===== config.mk =====
export PLATFORM = sky130hd
export DESIGN_NAME = sevseg_capture
export DESIGN_NICKNAME = d
export VERILOG_FILES = /design/src/rtl/sevseg_capture_pkg.sv /design/src/rtl/sevseg_capture_pattern_decode.sv /design/src/rtl/sevseg_capture.sv
export SDC_FILE = /design/constraint.sdc
export NUM_CORES = 1
export LEC_CHECK = 0
export BUFFER_PORTS_ARGS = -buffer_cell sky130_fd_sc_hd__buf_2
export CORE_UTILIZATION = 41
export DETAILED_ROUTE_END_ITERATION = 8
export SLEW_MARGIN = 15
export SYNTH_ARGS = -nofsm -noshare
export SYNTH_HDL_FRONTEND = slang
export SYNTH_SLANG_ARGS = --single-unit

===== constraint.sdc =====
create_clock -name clk -period 3.85 [get_ports clk]
set_clock_uncertainty 0.05 [all_clocks]
set_input_delay 0.1925 -clock clk [delete_from_list [all_inputs] [get_ports clk]]
set_output_delay 0.1925 -clock clk [all_outputs]
set_load 0.01 [all_outputs]

===== src/rtl/sevseg_capture_pkg.sv =====
// rtl/sevseg_capture_pkg.sv - shared constants and types for seven-segment capture
// Purpose: segment codes (active-low, bit6 = a ... bit0 = g), active-low anode
//          one-hot selects, capture FSM states and the binary result width.
// Ports:   none (package).
package sevseg_capture_pkg;

    localparam int NUM_W = 13;

    localparam logic [6:0] SEG_0 = 7'b0000001;
    localparam logic [6:0] SEG_1 = 7'b1001111;
    localparam logic [6:0] SEG_2 = 7'b0010010;
    localparam logic [6:0] SEG_3 = 7'b0000110;
    localparam logic [6:0] SEG_4 = 7'b1001100;
    localparam logic [6:0] SEG_5 = 7'b0100100;
    localparam logic [6:0] SEG_6 = 7'b0100000;
    localparam logic [6:0] SEG_7 = 7'b0001111;
    localparam logic [6:0] SEG_8 = 7'b0000000;
    localparam logic [6:0] SEG_9 = 7'b0000100;

    localparam logic [3:0] AN_THOU  = 4'b0111;
    localparam logic [3:0] AN_HUND  = 4'b1011;
    localparam logic [3:0] AN_TENS  = 4'b1101;
    localparam logic [3:0] AN_ONES  = 4'b1110;
    localparam logic [3:0] AN_BLANK = 4'b1111;

    typedef enum logic [1:0] {
        CAPTURE = 2'd0,
        CONVERT = 2'd1,
        DONE    = 2'd2
    } state_t;

endpackage


===== src/rtl/sevseg_capture_pattern_decode.sv =====
// rtl/sevseg_capture_pattern_decode.sv - seven-segment pattern to BCD digit decoder
// Purpose: purely combinational decode of one active-low segment pattern.
// Ports:   pattern [6:0] in  - active-low segments, bit6 = a ... bit0 = g
//          digit   [3:0] out - decoded value 0..9 (0 when not legal)
//          legal         out - high when pattern is one of the ten digit codes
module sevseg_pattern_decode
    import sevseg_capture_pkg::*;
(
    input  logic [6:0] pattern,
    output logic [3:0] digit,
    output logic       legal
);

    always_comb begin
        digit = 4'd0;
        legal = 1'b1;
        case (pattern)
            SEG_0:   digit = 4'd0;
            SEG_1:   digit = 4'd1;
            SEG_2:   digit = 4'd2;
            SEG_3:   digit = 4'd3;
            SEG_4:   digit = 4'd4;
            SEG_5:   digit = 4'd5;
            SEG_6:   digit = 4'd6;
            SEG_7:   digit = 4'd7;
            SEG_8:   digit = 4'd8;
            SEG_9:   digit = 4'd9;
            default: legal = 1'b0;
        endcase
    end

endmodule


===== src/rtl/sevseg_capture.sv =====
// rtl/sevseg_capture.sv - four-digit multiplexed seven-segment receiver and BCD-to-binary converter
// Purpose: samples and deglitches anode/segment lines, rebuilds the BCD frame,
//          converts it to binary once all four digits have been seen.
// Ports:   clk, rst          - clock, synchronous active-high reset
//          Anode   [3:0] in  - active-low digit select, bit3 = thousands
//          LED_out [6:0] in  - active-low segments, bit6 = a
//          num    [12:0] out - last captured binary value
//          digits [15:0] out - last captured BCD frame, thousands in [15:12]
//          valid         out - one-cycle pulse when num/digits update
//          err           out - one-cycle pulse on a rejected pair or frame
module sevseg_capture
    import sevseg_capture_pkg::*;
#(
    parameter int STABLE_CYCLES = 16,
    parameter int CNT_W         = $clog2(STABLE_CYCLES) + 1
) (
    input  logic             clk,
    input  logic             rst,
    input  logic [3:0]       Anode,
    input  logic [6:0]       LED_out,
    output logic [NUM_W-1:0] num,
    output logic [15:0]      digits,
    output logic             valid,
    output logic             err
);

    localparam logic [CNT_W-1:0] CNT_MAX = CNT_W'(STABLE_CYCLES - 1);
    localparam logic [13:0]      ACC_MAX = 14'((1 << NUM_W) - 1);

    logic [3:0]       an_r, an_p;
    logic [6:0]       seg_r, seg_p;
    logic [CNT_W-1:0] cnt;
    logic             accepted;
    state_t           state, state_n;
    logic [3:0]       seen, seen_n;
    logic [15:0]      frame, frame_n;
    logic [13:0]      acc, acc_n, acc_sum;
    logic [1:0]       step, step_n;
    logic [NUM_W-1:0] num_n;
    logic [15:0]      digits_n;
    logic             valid_n, err_n;

    logic             same, accept;
    logic             an_legal;
    logic [1:0]       slot_idx;
    logic [3:0]       dec_digit;
    logic             dec_legal;

    sevseg_pattern_decode u_decode (
        .pattern (seg_r),
        .digit   (dec_digit),
        .legal   (dec_legal)
    );

    // A pair is taken once, on the cycle the counter first sits at its
    // saturation value; 'accepted' blocks repeats until the pair changes.
    assign same   = (an_r == an_p) && (seg_r == seg_p);
    assign accept = same && (cnt == CNT_MAX) && !accepted;

    always_comb begin
        an_legal = 1'b1;
        slot_idx = 2'd0;
        case (an_r)
            AN_THOU: slot_idx = 2'd3;
            AN_HUND: slot_idx = 2'd2;
            AN_TENS: slot_idx = 2'd1;
            AN_ONES: slot_idx = 2'd0;
            default: an_legal = 1'b0;
        endcase
    end

    // acc*10 + slot; step 0 picks thousands, step 3 picks ones.
    assign acc_sum = (acc << 3) + (acc << 1) + {10'd0, frame[{~step, 2'b00} +: 4]};

    always_comb begin
        state_n  = state;
        seen_n   = seen;
        frame_n  = frame;
        acc_n    = acc;
        step_n   = step;
        num_n    = num;
        digits_n = digits;
        valid_n  = 1'b0;
        err_n    = 1'b0;
        case (state)
            CAPTURE: begin
                if (accept && an_r != AN_BLANK) begin
                    if (!an_legal || !dec_legal) begin
                        err_n  = 1'b1;
                        seen_n = 4'b0000;
                    end else begin
                        frame_n[{slot_idx, 2'b00} +: 4] = dec_digit;
                        seen_n = seen | ~an_r;
                        if ((seen | ~an_r) == 4'b1111) begin
                            state_n = CONVERT;
                            acc_n   = 14'd0;
                            step_n  = 2'd0;
                        end
                    end
                end
            end
            CONVERT: begin
                acc_n  = acc_sum;
                step_n = step + 2'd1;
                // Result is registered on entry to DONE so it is visible there.
                if (step == 2'd3) begin
                    state_n = DONE;
                    if (acc_sum <= ACC_MAX) begin
                        valid_n  = 1'b1;
                        num_n    = acc_sum[NUM_W-1:0];
                        digits_n = frame;
                    end else begin
                        err_n = 1'b1;
                    end
                end
            end
            DONE: begin
                seen_n  = 4'b0000;
                state_n = CAPTURE;
            end
            default: state_n = CAPTURE;
        endcase
    end

    always_ff @(posedge clk) begin
        if (rst) begin
            an_r     <= AN_BLANK;
            an_p     <= AN_BLANK;
            seg_r    <= 7'h7f;
            seg_p    <= 7'h7f;
            cnt      <= '0;
            accepted <= 1'b0;
            state    <= CAPTURE;
            seen     <= 4'b0000;
            frame    <= 16'h0000;
            acc      <= 14'd0;
            step     <= 2'd0;
            num      <= '0;
            digits   <= 16'h0000;
            valid    <= 1'b0;
            err      <= 1'b0;
        end else begin
            an_r  <= Anode;
            seg_r <= LED_out;
            an_p  <= an_r;
            seg_p <= seg_r;
            if (!same) begin
                cnt      <= '0;
                accepted <= 1'b0;
            end else begin
                if (cnt != CNT_MAX) begin
                    cnt <= cnt + 1'b1;
                end
                if (accept) begin
                    accepted <= 1'b1;
                end
            end
            state  <= state_n;
            seen   <= seen_n;
            frame  <= frame_n;
            acc    <= acc_n;
            step   <= step_n;
            num    <= num_n;
            digits <= digits_n;
            valid  <= valid_n;
            err    <= err_n;
        end
    end

endmodule


Yosys cells after proc, flatten, opt, wreduce, memory -nomap -nowiden
Index checks and enable logic that the tools add are counted.
Word-level totals
  input port bits: 13
  register bits after elaboration: 96
  output and inout port bits: 31
Cells by class
  shift operators: 3
  eq/ne operators: 26
  $add $sub $neg: 5
  bitwise gates (word level): 7
  $lt $le $gt $ge: 1
  mux-type cells: 27
  reductions and logical operators: 21
Operators by type and width (count)
  13-bit two-way mux: 3
  4-bit case mux with 9 select lines: 1
  13-bit case mux with 2 select lines: 1
  16-bit bitwise mux: 1
  4-bit == test (second input constant): 4
  4-bit by 6-bit variable shift with 16-bit output (first input constant): 1
  16-bit by 5-bit indexed part select with 4-bit output: 1
  4-bit by 6-bit indexed part select with 16-bit output: 1
  14-bit adder: 1
  14-bit by 4-bit adder with 14-bit output: 1
  7-bit by 3-bit == test with 1-bit output (second input constant): 2
  7-bit by 6-bit == test with 1-bit output (second input constant): 2
  7-bit == test (second input constant): 2
  14-bit by 13-bit <= comparator with 1-bit output (second input constant): 1
  2-bit two-way mux: 7
  10-bit OR reduction: 1
  4-bit two-way mux: 2
  2-bit != test (second input constant): 4
  2-bit case mux with 2 select lines: 2
  4-bit case mux with 2 select lines: 1
  4-bit AND reduction: 2
  7-bit by 1-bit == test with 1-bit output (second input constant): 1
  7-bit by 4-bit == test with 1-bit output (second input constant): 1
  7-bit by 5-bit == test with 1-bit output (second input constant): 1
  29 further kinds: 46

Logic depth before layout (Yosys ltp)
  depth after elaboration: 8
  mapped depth: 12
  depth with buffers taken out: 10

Hierarchy
From an unflattened synthesis, not the netlist that was laid out.
Unflattened totals
  cells, all modules: 514
  area, all modules: 4835.9 µm²
Modules (own cells, without submodules)
  sevseg_capture: area each 4668.2 µm², instances 1, cells each 490
  sevseg_pattern_decode: area each 167.7 µm², instances 1, cells each 24

Worst setup path before layout
OpenSTA, ideal clock, no wires.
  path type: register to register
  start point: register step[0]
  end point: register num[4]
  clock period less this slack: 3796 ps
  data arrival time: 3616 ps
  setup time: 129 ps
  path slack: 54 ps
  stages on the path, launching flop included: 13
  data required time: 3671 ps
  cells stage by stage: dfxtp_1 -> clkbuf_1 -> mux4_2 -> fa_1 -> ha_1 -> a21o_1 -> a2111oi_4 -> nor4_4 -> or4_1 -> clkbuf_1 -> clkbuf_1 -> a21oi_1 -> nor3_1
Between the ends
  longest elaborated chain between the ends: 5
  elaborated cells between the ends (all ways): 6
  classes of those cells: add/sub (1); order compare (1); eq/ne (1); shift (1); bitwise (1); reduce/logical (1)
Ends and longest elaborated chain
  start: declaration: RTL line sevseg_capture.sv:38  | logic [1:0] step, step_n;
  start signal: assignment: RTL line sevseg_capture.sv:162  | step <= step_n;
  2-bit NOT: RTL line sevseg_capture.sv:73  | assign acc_sum = (acc << 3) + (acc << 1) + {10'd0, frame[{~step, 2'b00} +: 4]};
  16-bit by 5-bit indexed part select with 4-bit output: RTL line sevseg_capture.sv:73
  14-bit by 4-bit adder with 14-bit output: RTL line sevseg_capture.sv:73
  14-bit by 13-bit <= comparator with 1-bit output: RTL line sevseg_capture.sv:108  | if (acc_sum <= ACC_MAX) begin
  3-bit AND reduction (no line)
  end signal: assignment: RTL line sevseg_capture.sv:163  | num <= num_n;
  end: declaration: RTL line sevseg_capture.sv:21  | output logic [NUM_W-1:0] num,
Parallel ways exist; a longest one is shown, timed or not.
A chain may end at the register's enable or synchronous reset.

Worst setup path after layout
  start point: register step[0]
  end point: register num[12]
The elaborated chain is that of the path after synthesis.

==> impl_metrics.yaml <==
global_routing:
  track_usage_pct: 19.39
  grt_pass1_wl_mm: 19.51
  grt_max_degree: 48
  grt_pass1_vias: 4000
  grt-ovfl-total: 0
  antenna_found_initial: 0
yosys:
  yosysTopAreaCell: "dfxtp_1"
  synth_nets: 600
  synth_edf_count: 0
  ys_top_cells_by_area: "dfxtp_1 38%, ha_1 7.2%, a21oi_1 4.6%"
  yosys.area.top_type_share_pct: 38.25
  ys_ff_latch: 96
  async_flop_share_pct: 0
  syn-instance-count: 556
  seq_area_frac_synth_pct: 38.25
  syn_area_um2: 5025
  ys_types: 53
  synth_top_flop_cell: "dfxtp_1"
  syn_area_per_cell_um2: 9.037
  ys_warn_count: 0
clock_network:
  clock-sinks: 96
  clock_latency_ps: 350
  cts-htree-levels: 3
  tritoncts.num_buffers: 9
  cts_max_path_buffers: 2
  clkTransAtPathRegs_ps: 70
  cts_tree: "done"
  root_buffer: "clkbuf_16"
final_layout:
  nFillCells: 1119
  num-nets-final: 638
  syn2layout_area_growth_pct: 14.44
  utilization_pct: 48.08
  insertedDiodeCount: 0
  drive_above_1_share_pct: 18.20
power_and_ir_drop:
  switchingPower_w: 0.0004604
  p_comb_share_pct: 4.5
  power.share.sequential_pct: 50.5
  cellLeakagePower_nw: 2.410
  clkPwrFrac_pct: 45.0
  switching_share_pct: 22.79
  p_per_area_nw_per_um2: 351.3
  p_int_w: 0.001560
  ir_worst_vdd_mv: 0.2512
critical_path:
  cp_max_fo: 22
  required_ps: 4080
  start_kind: "flop"
  reg2reg_to: "num[12]"
  worst_path_largest_cell_delay_ps: 540
  crit_chain: "mux4_2 > fa_1 > ha_1 > and3_1 > a2111oi_4 > nor4_4 > or4_1 > buf_4 > a21o_1 > a21oi_1"
  slowest_stage: "mux4_2"
  path_class: "reg2reg"
  worst_setup_path_end_kind: "flop"
  rrSetupSlack_ps: 160
  arrival_ps: 3920
  reg2reg_depth: 10
  rr_startpoint: "step[0]"
timing:
  slew_headroom_pct: 35.86
  final_max_slew_viol_count: 0
  period_share_pct: 95.81
  fin_setup_tns_ps: 0
  hold_violations: 0
  final.setup.worst_slack_ps: 161.4
  tightestPinTransition_ps: 962.2
  grt_setup_unrepaired: "false"
  holdWs_ps: 364.6
  layout_min_cycle_time_ps: 3689
  fmax_ghz: 0.2711
  setup_viol: 0
status:
  status: "completed"
placement:
  portBuffers: 43
  place_ws_ps: 23.50
  dpl.hpwl_mm: 8.184
  gp_congestion: 0.8229
hold_path:
  hold_depth: 2
  hold_path.class: "in2reg"
  hp-start: "rst"
  hold_end: "seg_r[5]"
floorplan:
  initial_core_util_pct: 42.01
  die_area_um2: 12700
  fp-row-count: 40
  coreArea_um2: 11960
  ios: 44
  die_h_um: 112.7
  fp.dieW_um: 112.7
routing:
  dr.first_iter.drc_count: 150
  ant_nets: 0
  drt_first_pass_iters: 4
  wire_per_inst_um: 15.68
  vias_per_cell: 5.552
  drcViolationCount: 0
  vias: 4142
  routed_wl_mm: 11.70
run:
  cap_violations: 0
==> final cells by class <==
cell class | instances | area, µm² | share of cell area [%]
sequential | 96 | 1922 | 33.42
timing repair buffer | 63 | 392.9 | 6.832
multi-input combinational | 410 | 2903 | 50.48
clock buffer | 11 | 232.7 | 4.047
inverter | 14 | 52.55 | 0.9138
tap | 147 | 183.9 | 3.198
clock inverter | 5 | 63.81 | 1.110
==> registers in the layout, indices dropped and copies added, names as in the netlist <==
register  flops
an_r          4
valid         1
accepted      1
step          2
err           1
seg_p         7
digits       16
state         2
frame        16
an_p          4
num          13
seg_r         7
seen          4
cnt           5
acc          13
==> routing by layer <==
layer	global-route usage (%)	share of wire [%]	vias up
li1	-	-	2045
met3	4.285	4.2	11
met1	24.39	46	2008
met2	32.80	48	78
met5	0	0	-
met4	6.667	1.3	0
==> worst max-delay path by stage <==
stage / cells after the start / slack, ps / from / to
6_report: 10 / 160 / step[0] / num[12]
5_1_grt: 10 / 40 / step[0] / num[4]
4_1_cts: 10 / 170 / step[0] / num[12]
3_5_place_dp: 9 / 20 / step[0] / digits[7]
3_3_place_gp: 9 / 190 / step[0] / digits[0]
2_1_floorplan: 12 / 50 / step[0] / num[4]
==> worst max-delay path: cells and delay by family (launching register included) <==
kind | cells | cell delay, ps
simple gates | 3 | 910
compound gates | 3 | 770
fa+ha+maj | 2 | 750
mux | 1 | 540
flops | 1 | 350
buf+inv | 1 | 240
==> through the flow <==
stage / power (W) / area, µm² / std cells
after floorplan: 0.001106 / 5025 / 556
after global placement: 0.001122 / 5343 / 719
after detailed placement: 0.001125 / 5343 / 719
after CTS: 0.002038 / 5751 / 746
after global routing: 0.002087 / 5751 / 746
final: 0.002020 / 5751 / 746
==> cells by family after synthesis <==
family | after synthesis | synth area share, %
AND/OR/NAND/NOR | 205 | 23.71
AO/OA/AOI/OAI | 124 | 15.44
flip-flops | 96 | 38.25
buffers and inverters | 50 | 4.133
adder cells (fa/ha/maj) | 31 | 8.018
XOR/XNOR | 26 | 4.532
multiplexers | 24 | 5.926
==> synth_stat cells (all sizes together) (4+ instances only) <==
library cell   n
a21o          11
a21oi         47
buf            7
clkbuf        29
dfxtp         96
ha            29
inv           14
mux2           6
mux2i         14
mux4           4
nand2         32
nand2b        20
nand3         35
nand3b        18
nand4b         4
nor2          22
nor2b         11
nor3           6
nor4           7
o21ai         44
o32ai          6
or2           27
or3            6
xnor2          8
xor2          18
==> placed cells by master (no fill, tap or decap), types with 8 or more instances in the layout <==
| master | count |
|---|---|
| a21o_1 | 11 |
| or2_2 | 27 |
| nand2_1 | 29 |
| nand2b_1 | 20 |
| buf_2 | 43 |
| nor2_1 | 22 |
| nand3_1 | 35 |
| clkbuf_16 | 9 |
| xnor2_1 | 8 |
| mux2i_1 | 14 |
| buf_4 | 9 |
| o21ai_0 | 44 |
| dlygate4sd3_1 | 11 |
| inv_1 | 14 |
| ha_1 | 29 |
| xor2_1 | 18 |
| nor2b_1 | 11 |
| nand3b_1 | 18 |
| a21oi_1 | 46 |
| dfxtp_1 | 96 |
==> power by group through the flow <==
stage	logic (W)	registers, W	clock network (W)
floorplan	0.0000751	0.00103	0
global placement	0.0000803	0.00104	0
detailed placement	0.0000818	0.00104	0
CTS	0.0000909	0.00102	0.000928
global route	0.000100	0.00102	0.000965
finish	0.0000905	0.00102	0.000910
==> timing repair <==
action                     4_1_cts  5_1_grt
hold buffers                    11        0
buffers inserted                 0        0
setup endpoints to repair        1        0
hold endpoints to repair        11        0
gates resized for setup          1        0
(Power assumes the default switching activity.)
